`src/rtl/count_issuer_pkg.sv`:
```
// Shared defaults and FSM encoding for the count issuer.
package count_issuer_pkg;

    localparam int DEF_DATA_W    = 6;
    localparam int DEF_DEPTH     = 4;
    localparam int DEF_TO_MARGIN = 4;

    typedef enum logic [1:0] {
        ST_IDLE = 2'd0,
        ST_LOAD = 2'd1,
        ST_WAIT = 2'd2
    } state_t;

endpackage

```
`src/rtl/count_issuer_if.sv`:
```
// Bus between the count issuer, its command writer and the down-counter.
//
// Handshake: wr_en is a one-cycle push request with wr_data; there is no
// ready. The request is refused when the FIFO is full or wr_data is zero,
// and the refusal is reported by a one-cycle rej pulse in the following
// cycle. ena is a one-cycle load strobe qualifying din; oflag is a one-cycle
// pulse from the down-counter when it reaches zero.
interface count_issuer_if
    import count_issuer_pkg::*;
#(
    parameter int DATA_W = DEF_DATA_W
);
    logic              wr_en;
    logic [DATA_W-1:0] wr_data;
    logic              full;
    logic              rej;
    logic [DATA_W-1:0] din;
    logic              ena;
    logic              oflag;
    logic              busy;
    logic              err;

    // Issuer side
    modport slave (
        input  wr_en, wr_data, oflag,
        output full, rej, din, ena, busy, err
    );

    // Writer/counter side
    modport master (
        output wr_en, wr_data, oflag,
        input  full, rej, din, ena, busy, err
    );
endinterface

```
`src/rtl/issue_fifo.sv`:
```
// Command FIFO holding values waiting to be issued to the down-counter.
// Push is ignored when full and pop when empty; the caller gates both.
module issue_fifo #(
    parameter int DATA_W = 6,
    parameter int DEPTH  = 4
) (
    input  logic              clk,
    input  logic              rst_n,
    input  logic              push_i,
    input  logic [DATA_W-1:0] push_data_i,
    input  logic              pop_i,
    output logic [DATA_W-1:0] head_o,
    output logic              full_o,
    output logic              empty_o
);
    localparam int AW = $clog2(DEPTH);

    logic [DATA_W-1:0] mem_q [DEPTH];
    logic [AW-1:0]     wr_ptr_q;
    logic [AW-1:0]     rd_ptr_q;
    logic [AW:0]       count_q;
    logic [AW:0]       count_d;
    logic              do_push;
    logic              do_pop;

    assign full_o  = (count_q == (AW+1)'(DEPTH));
    assign empty_o = (count_q == '0);
    assign do_push = push_i && !full_o;
    assign do_pop  = pop_i && !empty_o;
    assign head_o  = mem_q[rd_ptr_q];

    // Occupancy: a simultaneous push and pop leaves it unchanged.
    always_comb begin
        count_d = count_q;
        case ({do_push, do_pop})
            2'b10:   count_d = count_q + 1'b1;
            2'b01:   count_d = count_q - 1'b1;
            default: count_d = count_q;
        endcase
    end

    // Pointers wrap naturally because DEPTH is a power of two.
    always_ff @(posedge clk or negedge rst_n) begin
        if (!rst_n) begin
            wr_ptr_q <= '0;
            rd_ptr_q <= '0;
            count_q  <= '0;
        end else begin
            if (do_push) wr_ptr_q <= wr_ptr_q + 1'b1;
            if (do_pop)  rd_ptr_q <= rd_ptr_q + 1'b1;
            count_q <= count_d;
        end
    end

    // Storage needs no reset; occupancy decides what is valid.
    always_ff @(posedge clk) begin
        if (do_push) mem_q[wr_ptr_q] <= push_data_i;
    end
endmodule

```
`src/rtl/count_issuer.sv`:
```
// Issues queued count values to an external down-counter one at a time,
// waits for its zero pulse, and flags a sticky error if it never arrives.
module count_issuer
    import count_issuer_pkg::*;
#(
    parameter int DATA_W    = DEF_DATA_W,
    parameter int DEPTH     = DEF_DEPTH,
    parameter int TO_MARGIN = DEF_TO_MARGIN
) (
    input  logic           clk,
    input  logic           rst_n,
    count_issuer_if.slave  bus,
    output state_t         state_o
);
    // Wide enough for the largest load value plus the timeout margin.
    localparam int TMR_W = $clog2((1 << DATA_W) + TO_MARGIN) + 1;

    state_t            state_q;
    logic [TMR_W-1:0]  timer_q;
    logic [TMR_W-1:0]  to_limit;
    logic [DATA_W-1:0] din_q;
    logic              ena_q;
    logic              busy_q;
    logic              err_q;
    logic              rej_q;

    logic              fifo_push;
    logic              fifo_pop;
    logic [DATA_W-1:0] fifo_head;
    logic              fifo_full;
    logic              fifo_empty;
    logic              wr_bad;

    // Zero values and writes while full are dropped, even if a pop frees a
    // slot in the same cycle.
    assign wr_bad    = bus.wr_en && ((bus.wr_data == '0) || fifo_full);
    assign fifo_push = bus.wr_en && !wr_bad;
    // Head is consumed on the edge that leaves LOAD.
    assign fifo_pop  = (state_q == ST_LOAD);
    assign to_limit  = {{(TMR_W-DATA_W){1'b0}}, din_q} + TMR_W'(TO_MARGIN);

    issue_fifo #(
        .DATA_W (DATA_W),
        .DEPTH  (DEPTH)
    ) u_fifo (
        .clk         (clk),
        .rst_n       (rst_n),
        .push_i      (fifo_push),
        .push_data_i (bus.wr_data),
        .pop_i       (fifo_pop),
        .head_o      (fifo_head),
        .full_o      (fifo_full),
        .empty_o     (fifo_empty)
    );

    // Issue FSM with WAIT timer; all outputs are registered alongside state.
    always_ff @(posedge clk or negedge rst_n) begin
        if (!rst_n) begin
            state_q <= ST_IDLE;
            timer_q <= '0;
            din_q   <= '0;
            ena_q   <= 1'b0;
            busy_q  <= 1'b0;
            err_q   <= 1'b0;
        end else begin
            ena_q <= 1'b0;
            case (state_q)
                ST_IDLE: begin
                    if (!fifo_empty) begin
                        state_q <= ST_LOAD;
                        ena_q   <= 1'b1;
                        din_q   <= fifo_head;
                        busy_q  <= 1'b1;
                    end
                end
                ST_LOAD: begin
                    state_q <= ST_WAIT;
                    timer_q <= '0;
                end
                ST_WAIT: begin
                    if (bus.oflag) begin
                        if (!fifo_empty) begin
                            state_q <= ST_LOAD;
                            ena_q   <= 1'b1;
                            din_q   <= fifo_head;
                        end else begin
                            state_q <= ST_IDLE;
                            busy_q  <= 1'b0;
                        end
                    end else if (timer_q == to_limit - TMR_W'(1)) begin
                        // Counter never answered: give up and keep going.
                        state_q <= ST_IDLE;
                        busy_q  <= 1'b0;
                        err_q   <= 1'b1;
                    end else begin
                        timer_q <= timer_q + 1'b1;
                    end
                end
                default: begin
                    state_q <= ST_IDLE;
                    busy_q  <= 1'b0;
                end
            endcase
        end
    end

    // One-cycle refusal pulse for the previous cycle's write.
    always_ff @(posedge clk or negedge rst_n) begin
        if (!rst_n) rej_q <= 1'b0;
        else        rej_q <= wr_bad;
    end

    assign bus.full = fifo_full;
    assign bus.rej  = rej_q;
    assign bus.din  = din_q;
    assign bus.ena  = ena_q;
    assign bus.busy = busy_q;
    assign bus.err  = err_q;
    assign state_o  = state_q;
endmodule

```
`src/flat_wrapper.sv`:
```
// flat-port wrapper written by rule: the top's interface ports become plain ports
module count_issuer_flat import count_issuer_pkg::*;
#(
    parameter int DATA_W    = DEF_DATA_W,
    parameter int DEPTH     = DEF_DEPTH,
    parameter int TO_MARGIN = DEF_TO_MARGIN
)
  (clk, rst_n, state_o, bus_wr_en, bus_wr_data, bus_oflag, bus_full, bus_rej, bus_din, bus_ena, bus_busy, bus_err);
  count_issuer_if #(.DATA_W(DATA_W)) bus_i ();
  input  logic clk;
  input  logic rst_n;
  output state_t state_o;
  input wire logic [$bits(bus_i.wr_en)-1:0] bus_wr_en;
  input wire logic [$bits(bus_i.wr_data)-1:0] bus_wr_data;
  input wire logic [$bits(bus_i.oflag)-1:0] bus_oflag;
  output wire logic [$bits(bus_i.full)-1:0] bus_full;
  output wire logic [$bits(bus_i.rej)-1:0] bus_rej;
  output wire logic [$bits(bus_i.din)-1:0] bus_din;
  output wire logic [$bits(bus_i.ena)-1:0] bus_ena;
  output wire logic [$bits(bus_i.busy)-1:0] bus_busy;
  output wire logic [$bits(bus_i.err)-1:0] bus_err;
  assign bus_i.wr_en = bus_wr_en;
  assign bus_i.wr_data = bus_wr_data;
  assign bus_i.oflag = bus_oflag;
  assign bus_full = bus_i.full;
  assign bus_rej = bus_i.rej;
  assign bus_din = bus_i.din;
  assign bus_ena = bus_i.ena;
  assign bus_busy = bus_i.busy;
  assign bus_err = bus_i.err;
  count_issuer #(.DATA_W(DATA_W), .DEPTH(DEPTH), .TO_MARGIN(TO_MARGIN)) u_core (.clk(clk), .rst_n(rst_n), .bus(bus_i), .state_o(state_o));
endmodule
```
`config.mk`:
```
export PLATFORM = sky130hd
export DESIGN_NAME = count_issuer_flat
export DESIGN_NICKNAME = d
export VERILOG_FILES = /design/src/rtl/count_issuer_pkg.sv /design/src/rtl/count_issuer_if.sv /design/src/rtl/issue_fifo.sv /design/src/rtl/count_issuer.sv /design/src/flat_wrapper.sv
export SDC_FILE = /design/constraint.sdc
export NUM_CORES = 1
export LEC_CHECK = 0
export ABC_AREA = 1
export CAP_MARGIN = 20
export CORE_MARGIN = 2
export CORE_UTILIZATION = 35
export DETAILED_ROUTE_END_ITERATION = 6
export DONT_BUFFER_PORTS = 1
export PLACE_DENSITY = 0.47
export SYNTH_ARGS = -nofsm -noshare
export SYNTH_HDL_FRONTEND = slang
export SYNTH_SLANG_ARGS = --single-unit
export TNS_END_PERCENT = 10
```
`constraint.sdc`:
```
create_clock -name clk -period 6.1 [get_ports clk]
set_input_delay 0 -clock clk [delete_from_list [all_inputs] [get_ports clk]]
set_output_delay 0 -clock clk [all_outputs]
set_load 0.03 [all_outputs]
```
==> flow_summary.ini <==
[run_status]
status = finished clean

[cts]
tritoncts = done
ctsRootBufferMaster = clkbuf_8
clkTransAtPathRegs_ns = 0.10
post-cts-setup-buffers = 0
ctsResizeCount = 0
cts_buffer_depth = 2
clk_latency_ns = 0.30
ctsHoldBuffers = 10
numCtsBuffers = 5
cts_sinks = 51
htree_levels = 2

[route]
drt-total-wl_um = 5400
drc = 0
first_pass_iters = 4
viasPerCell = 4.63
via_count = 1842
drt-wirelength-per-cell_um = 13.6
ant_nets = 0
drt_iter0_drc = 84

[finish]
layout-drive-gt1-share_pct = 8.70
layout_commonest_cell = nand2_1
nNetsFinal = 318
finalNonFillerCells = 398
post-route-util_pct = 40.6
mostFrequentLayoutCells = nand2_1, nor2_1, inv_1
antenna_cells = 0
area_growth_pct = 12.4
fin_area_um2 = 2950
num-fill-cells = 752

[die]
dieArea_um2 = 8200
die_w_um = 90.5
initial_core_util_pct = 36.1
ios = 23
fp-row-count = 31
coreArea_um2 = 7250
die_h_um = 90.5

[logic_synthesis]
ys_seq_area_share_pct = 53.3
syn_area_um2 = 2620
yosysWarningCount = 0
avgSynthCellArea_um2 = 9.20
netlist_instances = 285
syn-num-nets = 305
synth_cell_types = 31
synth_seq_cells = 51

[placed_design]
io_buffers = 0
place_congestion = 0.741
placed_cell_area_um2 = 2720
dp.cells = 380
dp_hpwl_um = 3910

[worst_setup_path]
cp_top_family = simple AND/OR/NAND/NOR gates
cp.required_ns = 6.28
path_depth = 10
cp_common_cell = inv_1
reg2reg_slack_ns = 3.24
timing.rr.end = u_core.u_fifo.count_q[2]
critPathBufInv = 2
r2r_start = u_core.u_fifo.count_q[1]
slowest_stage = nor3_1
endpoint_kind = register
crit_chain = nor3_1 > a21o_1 > inv_1 > nand2_1 > ha_1 > inv_1 > fa_1 > a21oi_1 > o21ai_0 > xor2_1
cp_max_fo = 8
cp-startpoint = u_core.u_fifo.count_q[1]
critPathKind = reg2reg
slowest_delay_ns = 0.86
critPathLaunchType = register
rr_worst_depth = 10
crit_arrival_ns = 3.04
crit_end = u_core.u_fifo.count_q[2]

[global_route]
grt_max_degree = 28
grt_pass1_vias = 1897
grt_remaining_overflow = 0
met3_usage_pct = 3.84
grt_first_pass_wirelength_um = 9400
grt-busiest-layer = met2
met2_usage_pct = 22.6
grt_use_total_pct = 14.6
grt_util_met1_pct = 20.1
antenna_found_initial = 0

[power]
p_leak_uw = 0.00124
power_density_nw_per_um2 = 494
peakVddDrop_mv = 0.244

[sta]
hold_viol = 0
finalCritPeriodShare_pct = 46.9
fmax_mhz = 350
skew_ns = 0.00857
relSlewSlack_pct = 29.2
finalSetupViolCount = 0
worst_slew_pin_slew_ns = 1.05
whs_ns = 0.0124
fin_crit_ns = 2.86
report.final.slew_viol_count = 0
rsz0062_at_grt = no
finalSetupTns_ns = 0

[job]
maxCapViolCount = 0

[hold_path]
hp-class = in2reg
[where the power goes]
group	switching, µW	total (µW)	internal, µW
logic	367	568	201
registers	185	650	465
clock network	114	239	124
[sequential cells by signal, indices dropped and copies added (netlist names)]
register	count
u_core.bus.din	6
u_core.u_fifo.rd_ptr_q	2
u_core.u_fifo.mem_q	24
u_core.bus.rej	1
u_core.u_fifo.count_q	3
u_core.bus.ena	1
u_core.u_fifo.wr_ptr_q	2
u_core.timer_q	8
u_core.state_o	2
u_core.bus.busy	1
u_core.bus.err	1
[stage by stage]
step,worst slack (ns),power [µW]
after detailed placement,3.22,1220
after CTS,3.21,1480
after floorplan,3.50,1090
after global placement,3.35,1220
final,3.24,1460
after global routing,3.05,1600
[per-layer routing]
metal / share of wire [%] / vias up
met5: 0 / -
met4: 0.70 / 0
met3: 3.6 / 2
met2: 45 / 23
met1: 50 / 853
li1: - / 964
[worst reg2reg max path, stage by stage, from the launching register on]
cell,delay [ns]
dfrtp_1,0.41
nor3_1,0.86
a21o_1,0.15
inv_1,0.05
nand2_1,0.21
ha_1,0.19
inv_1,0.06
fa_1,0.37
a21oi_1,0.15
o21ai_0,0.12
xor2_1,0.16
[how the worst min path moves through the flow]
stage | cells past startpoint | endpoint | startpoint
floorplan | 0 | u_core.bus.busy | rst_n
global placement | 0 | u_core.timer_q[7] | rst_n
detailed placement | 0 | u_core.timer_q[7] | rst_n
CTS | 4 | u_core.bus.rej | bus_wr_data[1]
global route | 4 | u_core.bus.rej | bus_wr_data[1]
finish | 4 | u_core.bus.rej | bus_wr_data[1]
[cells in the mapped netlist]
library cell / instances / share of area (%)
a21o_1: 1 / 0.29
a21oi_1: 2 / 0.38
a31o_2: 1 / 0.33
a31oi_1: 1 / 0.24
buf_2: 2 / 0.38
buf_6: 1 / 0.43
clkbuf_1: 2 / 0.29
dfrtp_1: 27 / 26
edfxtp_1: 24 / 27
fa_1: 1 / 0.76
ha_1: 9 / 4.3
inv_1: 35 / 5.0
inv_2: 1 / 0.14
mux2_2: 1 / 0.43
nand2_1: 54 / 7.7
nand2_2: 3 / 0.72
nand2_4: 2 / 0.86
nand3_1: 23 / 4.4
nand3_2: 1 / 0.38
nand4_1: 4 / 0.95
nor2_1: 36 / 5.2
nor2_2: 2 / 0.48
nor2_4: 1 / 0.43
nor3_1: 5 / 0.95
nor3b_1: 1 / 0.29
nor4_1: 2 / 0.48
o21ai_0: 20 / 3.8
o21ai_2: 5 / 1.7
o22ai_1: 6 / 1.4
xnor2_1: 1 / 0.33
xor2_1: 11 / 3.7
[kinds of logic (layout without fill, tap and decap cells)]
| family | Yosys count | in the layout | synth area share [%] |
|---|---|---|---|
| AND/OR/NAND/NOR | 134 | 134 | 22.8 |
| flip-flops | 51 | 51 | 53.3 |
| buffers and inverters | 41 | 55 | 6.25 |
| AO/OA/AOI/OAI | 36 | 36 | 8.16 |
| XOR/XNOR | 12 | 12 | 4.01 |
| adder cells (fa/ha/maj) | 10 | 10 | 5.06 |
| multiplexers | 1 | 1 | 0.430 |
[cell type report]
| type | count | area, µm² | area share, % |
|---|---|---|---|
| Clock buffer | 6 | 72.6 | 2.46 |
| Clock inverter | 2 | 38.8 | 1.32 |
| Inverter | 36 | 135 | 4.59 |
| Tap cell | 99 | 124 | 4.21 |
| Timing Repair Buffer | 11 | 118 | 3.99 |
| Multi-Input combinational cell | 193 | 1060 | 36.0 |
| Sequential cell | 51 | 1400 | 47.4 |
Note: power is estimated with default switching activity, not from simulation.
